[config.mk]
export PLATFORM = sky130hd
export DESIGN_NAME = pipeline_stall_ctrl
export DESIGN_NICKNAME = d
export VERILOG_FILES = /design/src/rtl/pipeline_stall_ctrl.sv
export SDC_FILE = /design/constraint.sdc
export NUM_CORES = 1
export LEC_CHECK = 0
export CAP_MARGIN = 20
export CORE_MARGIN = 1.5
export CORE_UTILIZATION = 46
export CTS_CLUSTER_SIZE = 8
export DETAILED_ROUTE_END_ITERATION = 6
export DONT_BUFFER_PORTS = 1
export GPL_TIMING_DRIVEN = 0
export PLACE_DENSITY_LB_ADDON = 0.25
export SYNTH_ARGS = -nofsm -noshare
export SYNTH_HDL_FRONTEND = slang
export SYNTH_SLANG_ARGS = --single-unit
[constraint.sdc]
create_clock -name clk -period 3.2 [get_ports clk]
set_input_delay 0.64 -clock clk [delete_from_list [all_inputs] [get_ports clk]]
set_output_delay 0.64 -clock clk [all_outputs]
set_load 0.05 [all_outputs]
[src/rtl/pipeline_stall_ctrl.sv]
// -----------------------------------------------------------------------------
// pipeline_stall_ctrl
//   Central stall/flush sequencer for the 5-stage 64-bit pipeline.
//   It handles three situations:
//     - multi-cycle data-memory access: the whole pipeline is frozen
//     - load-use hazard: IF/ID and PC are held, and a bubble is put into ID/EX
//     - taken branch: IF/ID, ID/EX and EX/MEM are flushed
//   It also keeps stall and flush performance counters.
//
// Parameters
//   MEM_LAT  cycles per data-memory access (>=1); 1 means no memory freeze
//   CNT_W    width of the performance counters
//
// Ports
//   clk             pipeline clock; all state changes on the rising edge
//   reset           synchronous, active-high
//   idex_memread    the ID/EX instruction is a load
//   idex_rd         destination register of the ID/EX instruction
//   ifid_rs1/rs2    source registers of the IF/ID instruction
//   exmem_memread   the EX/MEM instruction reads data memory
//   exmem_memwrite  the EX/MEM instruction writes data memory
//   branch_taken    a taken branch is resolved in the EX/MEM stage
//   pc_write        PC load enable
//   *_maintain      hold the named pipeline register
//   *_flush         the named pipeline register loads a bubble
//   mem_busy        the sequencer is waiting on data memory (MEM_WAIT)
//   stall_count     number of non-reset cycles with pc_write=0 (wraps)
//   flush_count     number of taken-branch flush events (wraps)
// -----------------------------------------------------------------------------
module pipeline_stall_ctrl #(
  parameter int MEM_LAT = 2,
  parameter int CNT_W   = 32
) (
  input  logic             clk,
  input  logic             reset,
  input  logic             idex_memread,
  input  logic [4:0]       idex_rd,
  input  logic [4:0]       ifid_rs1,
  input  logic [4:0]       ifid_rs2,
  input  logic             exmem_memread,
  input  logic             exmem_memwrite,
  input  logic             branch_taken,
  output logic             pc_write,
  output logic             ifid_maintain,
  output logic             idex_maintain,
  output logic             exmem_maintain,
  output logic             memwb_maintain,
  output logic             ifid_flush,
  output logic             idex_flush,
  output logic             exmem_flush,
  output logic             mem_busy,
  output logic [CNT_W-1:0] stall_count,
  output logic [CNT_W-1:0] flush_count
);

  localparam int CNT_BITS = $clog2(MEM_LAT) + 1;
  localparam bit HAS_WAIT = (MEM_LAT > 1);
  // The cycle that detects the access is the first frozen cycle, so the wait
  // state only has to cover the MEM_LAT-2 frozen cycles that remain.
  localparam logic [CNT_BITS-1:0] WAIT_LOAD =
    HAS_WAIT ? CNT_BITS'(MEM_LAT - 2) : '0;

  typedef enum logic {
    RUN      = 1'b0,
    MEM_WAIT = 1'b1
  } state_t;

  state_t              state;
  logic [CNT_BITS-1:0] cnt;

  logic memOp;
  logic loadUse;
  logic freeze;
  logic runRules;
  logic flushEvent;

  assign memOp   = exmem_memread | exmem_memwrite;
  assign loadUse = idex_memread && (idex_rd != 5'd0) &&
                   ((idex_rd == ifid_rs1) || (idex_rd == ifid_rs2));

  always_comb begin
    // NOTE: every signal written here gets a default first, so no path can
    // leave a value unassigned and infer a latch.
    pc_write       = 1'b0;
    ifid_maintain  = 1'b0;
    idex_maintain  = 1'b0;
    exmem_maintain = 1'b0;
    memwb_maintain = 1'b0;
    ifid_flush     = 1'b0;
    idex_flush     = 1'b0;
    exmem_flush    = 1'b0;
    mem_busy       = 1'b0;
    freeze         = 1'b0;
    runRules       = 1'b0;

    if (reset) begin
      // Fill the pipeline with bubbles while reset is held.
      ifid_flush  = 1'b1;
      idex_flush  = 1'b1;
      exmem_flush = 1'b1;
    end else begin
      case (state)
        RUN: begin
          if (memOp && HAS_WAIT) freeze = 1'b1;
          else                   runRules = 1'b1;
        end
        MEM_WAIT: begin
          mem_busy = 1'b1;
          // On the release cycle the same memory op is still in EX/MEM, so
          // only the branch / load-use / normal rules apply. The access must
          // not start again.
          if (cnt != '0) freeze = 1'b1;
          else           runRules = 1'b1;
        end
        default: runRules = 1'b1;
      endcase
    end

    if (freeze) begin
      // The MEM/WB hold re-presents the same writeback. That is harmless.
      ifid_maintain  = 1'b1;
      idex_maintain  = 1'b1;
      exmem_maintain = 1'b1;
      memwb_maintain = 1'b1;
    end

    if (runRules) begin
      if (branch_taken) begin
        pc_write    = 1'b1;
        ifid_flush  = 1'b1;
        idex_flush  = 1'b1;
        exmem_flush = 1'b1;
      end else if (loadUse) begin
        ifid_maintain = 1'b1;
        idex_flush    = 1'b1;
      end else begin
        pc_write = 1'b1;
      end
    end
  end

  assign flushEvent = runRules & branch_taken;

  always_ff @(posedge clk) begin
    // NOTE: registered state uses non-blocking assignments only, so every
    // flop samples values from before the edge.
    if (reset) begin
      state       <= RUN;
      cnt         <= '0;
      stall_count <= '0;
      flush_count <= '0;
    end else begin
      case (state)
        RUN: begin
          if (memOp && HAS_WAIT) begin
            state <= MEM_WAIT;
            cnt   <= WAIT_LOAD;
          end
        end
        MEM_WAIT: begin
          if (cnt != '0) cnt <= cnt - CNT_BITS'(1);
          else           state <= RUN;
        end
        default: state <= RUN;
      endcase

      if (!pc_write)  stall_count <= stall_count + CNT_W'(1);
      if (flushEvent) flush_count <= flush_count + CNT_W'(1);
    end
  end

endmodule

Word-level counts from Yosys, hierarchy flattened
Index checks and enable logic that the tools add are counted.

word-level totals
  input port bits = 21
  output and inout bits = 73
  register bits after elaboration = 67

cells by class
  reductions and logical operators = 6
  bitwise logic cells = 3
  eq/ne operators = 4
  multiplexer cells = 26
  add/subtract/negate cells = 3

operators by type and width
  cell                                              count
  adder 32 x 1 -> 32 bit, second input constant     2
  two-way mux 1 bit                                 21
  == test 5 bit                                     2
  nonzero test 5 bit                                1
  two-way mux 2 bit                                 2
  case mux 1 bit (2 select lines)                   2
  case mux 2 bit (2 select lines)                   1
  logical AND 1 bit                                 2
  != test 2 x 1 -> 1 bit, second input constant     1
  != test 2 bit, second input constant              1
  AND reduction 2 bit                               1
  nonzero test 2 bit                                1
  subtractor 2 x 1 -> 2 bit, second input constant  1
  bitwise AND 1 bit                                 1
  logical OR 1 bit                                  1
  NOT 1 bit                                         1
  bitwise OR 1 bit                                  1

Logic depth before layout (Yosys ltp)
  depth in word-level cells = 8
  mapped depth = 10
  mapped depth without buffers = 8

Worst setup path before layout
Ideal clock, no wire load.

  path type = input -> output
  start point = in reset
  end point = out idex_maintain
  slack = 0.214 ns
  data arrival time = 2.346 ns
  path buffers = 4
  stages = 5
  cells stage by stage = clkbuf_1 clkbuf_1 clkbuf_1 nor2_1 buf_4

on the way
  word-level cells in the longest chain between the ends = 2

RTL lines
  element                          line  source
  start, declared                  35    input logic reset,
  two-way mux 1 bit (2 in series)  -
  end, declared                    45    output logic idex_maintain,

No other way between the ends.

Worst setup path after layout
  start point = reg state
  end point = out ifid_maintain

on the way
  word-level cells in the longest chain between the ends = 7
  elaborated cells on any way between the ends = 9
  classes of those cells = mux (8); bitwise (1)

RTL lines
  element                          line  source
  start, declared                  68    state_t state;
  start signal, assigned           148   state <= RUN;
  start signal, assigned           156   state <= MEM_WAIT;
  start signal, assigned           162   else state <= RUN;
  NOT 1 bit                        -
  case mux 1 bit (2 select lines)  102   case (state)
  two-way mux 1 bit                -
  two-way mux 1 bit                119   if (freeze) begin
  two-way mux 1 bit                133   end else if (loadUse) begin
  two-way mux 1 bit                128   if (branch_taken) begin
  two-way mux 1 bit *              127   if (runRules) begin
  end, declared                    44    output logic ifid_maintain,

Every way passes the cells marked *; elsewhere a longest branch is shown, timed or not.

==> metrics.md <==
| Metric | Value |
|---|---|
| Outcome | `finished clean` |
| Pleak | `1.049 nW` |
| Synthesized net count | `426` |
| FP Rows | `30` |
| Setup bufs post-CTS | `0` |
| Number of global-route vias before repair | `2,653` |
| Initial antenna violation count | `0` |
| Final Setup Violations | `0` |
| Max VDD drop | `approximately 0.24 mV` |
| Dpl ws | `-160.4 ps` |
| Mapped Cells | `402` |
| GRT overflow | `0` |
| Clock Power Share | `about 37%` |
| Final hold vios | `0` |
| Synth Register Bits | `67` |
| HPWL Detailed | `approximately 5600 um` |
| WP data required | `between 2000 and 3000 ps` |
| RSZ-0062 raised after global routing | `true` |
| Final Slew Violations | `0` |
| Routed length per instance | `approximately 15 um` |
| Starting Density | `47.93%` |
| Yosys cell types | `39` |
| Slew HR | `32.13%` |
| Leading cell types in the layout, fill and taps excluded | `67 x dfxtp_1, 40 x nor2_1, 35 x a21oi_1` |
| CTS buffer count | `9` |
| Total GRT Usage | `a little over a fifth` |
| Setup TNS | `0 ps` |
| Core footprint | `approximately 6800 um^2` |
| Hold Path Origin | `branch_taken` |
| Hold_buf cts | `0` |
| Area Overhead vs Synth | `9.133%` |
| TritonRoute pass-1 iters | `4` |
| GPL Wtd Cong | `~0.84` |
| Sequential share of power | `53.0%` |
| Total Die Area | `between 7000 and 8000 um^2` |
| Crit Path Max Fanout | `10` |
| Power per Cell Area | `~470 nW/um^2` |
| IO Pins | `94` |
| Post-synth top flop | `dfxtp_1` |
| Actual slew at the worst max-slew pin | `roughly 1000 ps` |
| Cell depth of the worst flop-to-flop path | `5` |
| Int Pwr | `approximately 1.2 mW` |
| Critical path class | `reg -> out` |
| Class of the worst hold path | `in -> reg` |
| Ant. Diodes | `0` |
| Final period util | `96.55%` |
| Reg-to-Reg Start | `flush_count[2]` |
| Max Clk Rate | `about 320 MHz` |
| Critical Path AT | `around 2500 ps` |
| Post-Syn Area per Cell | `about 8.1 um^2` |
| Psw | `approximately 0.51 mW` |
| Detailed-route via count | `between 2,000 and 3,000` |
| First-pass GRT wire length | `between 10,000 and 15,000 um` |
| Post-DR vias/cell | `around 5.7` |
| R2R Setup Slk | `between 500 and 600 ps` |
| Register area share after synthesis | `between 40% and 50%` |
| # nets final | `approximately 440` |
| Clk root buf | `clkbuf_8` |
| Largest net degree at the start of global routing | `13` |
| Hold endpoint | `flush_count[1]` |
| Clk slew on worst S/H paths | `around 80 ps` |
| Number of synthesized flops with an enable pin | `0` |
| Minimum clock period | `a little over 3000 ps` |
| Skew final | `approximately 13 ps` |
| H-Tree Depth | `3` |
| Initial DRC Count | `roughly 120` |
| Max Root-Sink Buffers | `2` |
| Sw Share | `between 30% and 40%` |
| Final WS setup | `roughly 110 ps` |
| CTS tree | `done` |
| Clk sinks | `67` |
| Most common cell after layout, fill and taps aside | `dfxtp_1` |
| Post-Syn Area | `3274 um^2` |
| Fillers | `668` |
| DRC viols | `0` |
| Asr flop ratio synth | `0%` |
| Yosys warns | `0` |
| Crit. End Element | `primary output` |
| # port buffers | `0` |
| Crit path launch type | `flop` |
| Fraction of layout cells with a size suffix above 1 | `7.177%` |
| Logic pwr share | `10.5%` |
| End of the worst register-to-register path | `flush_count[22]` |
| Die X | `between 80 and 90 um` |
| # Max-Cap Violations | `0` |
| Clock latency on the worst-skew pair | `between 300 and 400 ps` |
| Hold path cells | `2` |
| Wirelength, routed | `between 7000 and 8000 um` |
| Die H | `87.37 um` |
| DRT antenna net count | `0` |
[what timing repair did]
item,CTS,global route
endpoints found under the hold margin,0,0
resized for setup,2,3
endpoints found under the setup margin,3,3
[power by group through the flow]
stage	registers, mW	logic, mW	clock network, mW
after floorplan	0.903	0.140	0
after global placement	0.909	0.172	0
after detailed placement	0.910	0.173	0
after CTS	0.890	0.175	0.631
after global routing	0.892	0.193	0.664
final	0.891	0.176	0.613
[Yosys cell counts, types with 2 or more instances]
cell type  count  area (um^2)
nor2_1        42        157.7
o21ai_1        2        10.01
xnor2_1       27        236.5
and4_1         5        43.79
nand3_1       28        140.1
inv_1         12        45.04
and2_1         3        18.77
nand2_1       26        97.59
o21ai_0       25        125.1
o31ai_1        8        60.06
dfxtp_1       67         1341
nand4_1       21        131.4
or3_1         27        168.9
nor3_1        11        55.05
xor2_1        10        87.58
ha_1           3        37.54
a21oi_1       35        175.2
and3_1         3        18.77
clkbuf_1      15        56.30
or4_1          9        67.56
buf_4          4        30.03
nor4_1         2        12.51
[area by class of cell]
cell class,count,area (um^2),share of cell area [%]
Multi-Input combinational cell,301,1792,50.14
Buffer,22,107.6,3.011
Clock buffer,9,123.9,3.466
Inverter,12,45.04,1.261
Clock inverter,7,43.79,1.225
Tap cell,96,120.1,3.361
Sequential cell,67,1341,37.54
[registers in the layout (all words and copies together) (netlist names)]
signal / cells
stall_count: 32
cnt: 2
state: 1
flush_count: 32
[per-layer routing]
metal  GRT usage (%)  wire, um  vias to the layer above
met3           7.678       642                        4
met4           6.638        57                        0
met5               0         0                        -
met1           27.66      3548                     1368
met2           31.61      3557                       89
li1                -         -                     1461
[logic make-up (layout without fill, tap and decap cells)]
logic type                 Yosys count  after routing  synth area share (%)
DFF                                 67             67                 40.96
AOI/OAI and AO/OA                   77             77                 13.57
muxes                                1              1                0.3057
buffers and inverters               34             50                 4.623
xor gates and xnor gates            37             37                 9.897
and+or+nand+nor                    183            183                 29.50
adders and majority gates            3              3                 1.146
[per-stage QoR]
stage / cells / utilization, % / hold WS, ps / cell area [um^2] / power [mW]
2_1_floorplan: 402 / - / 457.0 / 3274 / 1.043
3_3_place_gp: 498 / 49.69 / 474.8 / 3395 / 1.081
3_5_place_dp: 498 / 49.69 / 489.3 / 3395 / 1.083
4_1_cts: 514 / 52.22 / 443.3 / 3567 / 1.697
5_1_grt: 514 / 52.31 / 451.6 / 3573 / 1.750
6_report: 514 / 52.31 / 459.5 / 3573 / 1.680
[critical path: stages, from the launching register on]
cell	delay, ps
dfxtp_1	340
or3_4	420
and2_1	170
clkbuf_1	200
a21oi_2	380
clkbuf_1	440
nor2_4	170
[how the worst max path moves through the flow]
stage | from | endpoint | slack, ps | depth (start not counted)
after floorplan | reset | idex_maintain | 210 | 5
after global placement | reset | idex_maintain | -140 | 5
after detailed placement | reset | memwb_maintain | -160 | 5
after CTS | reset | memwb_maintain | 40 | 5
after global routing | state | ifid_maintain | -70 | 6
final | state | ifid_maintain | 110 | 6
(Power assumes the default switching activity.)
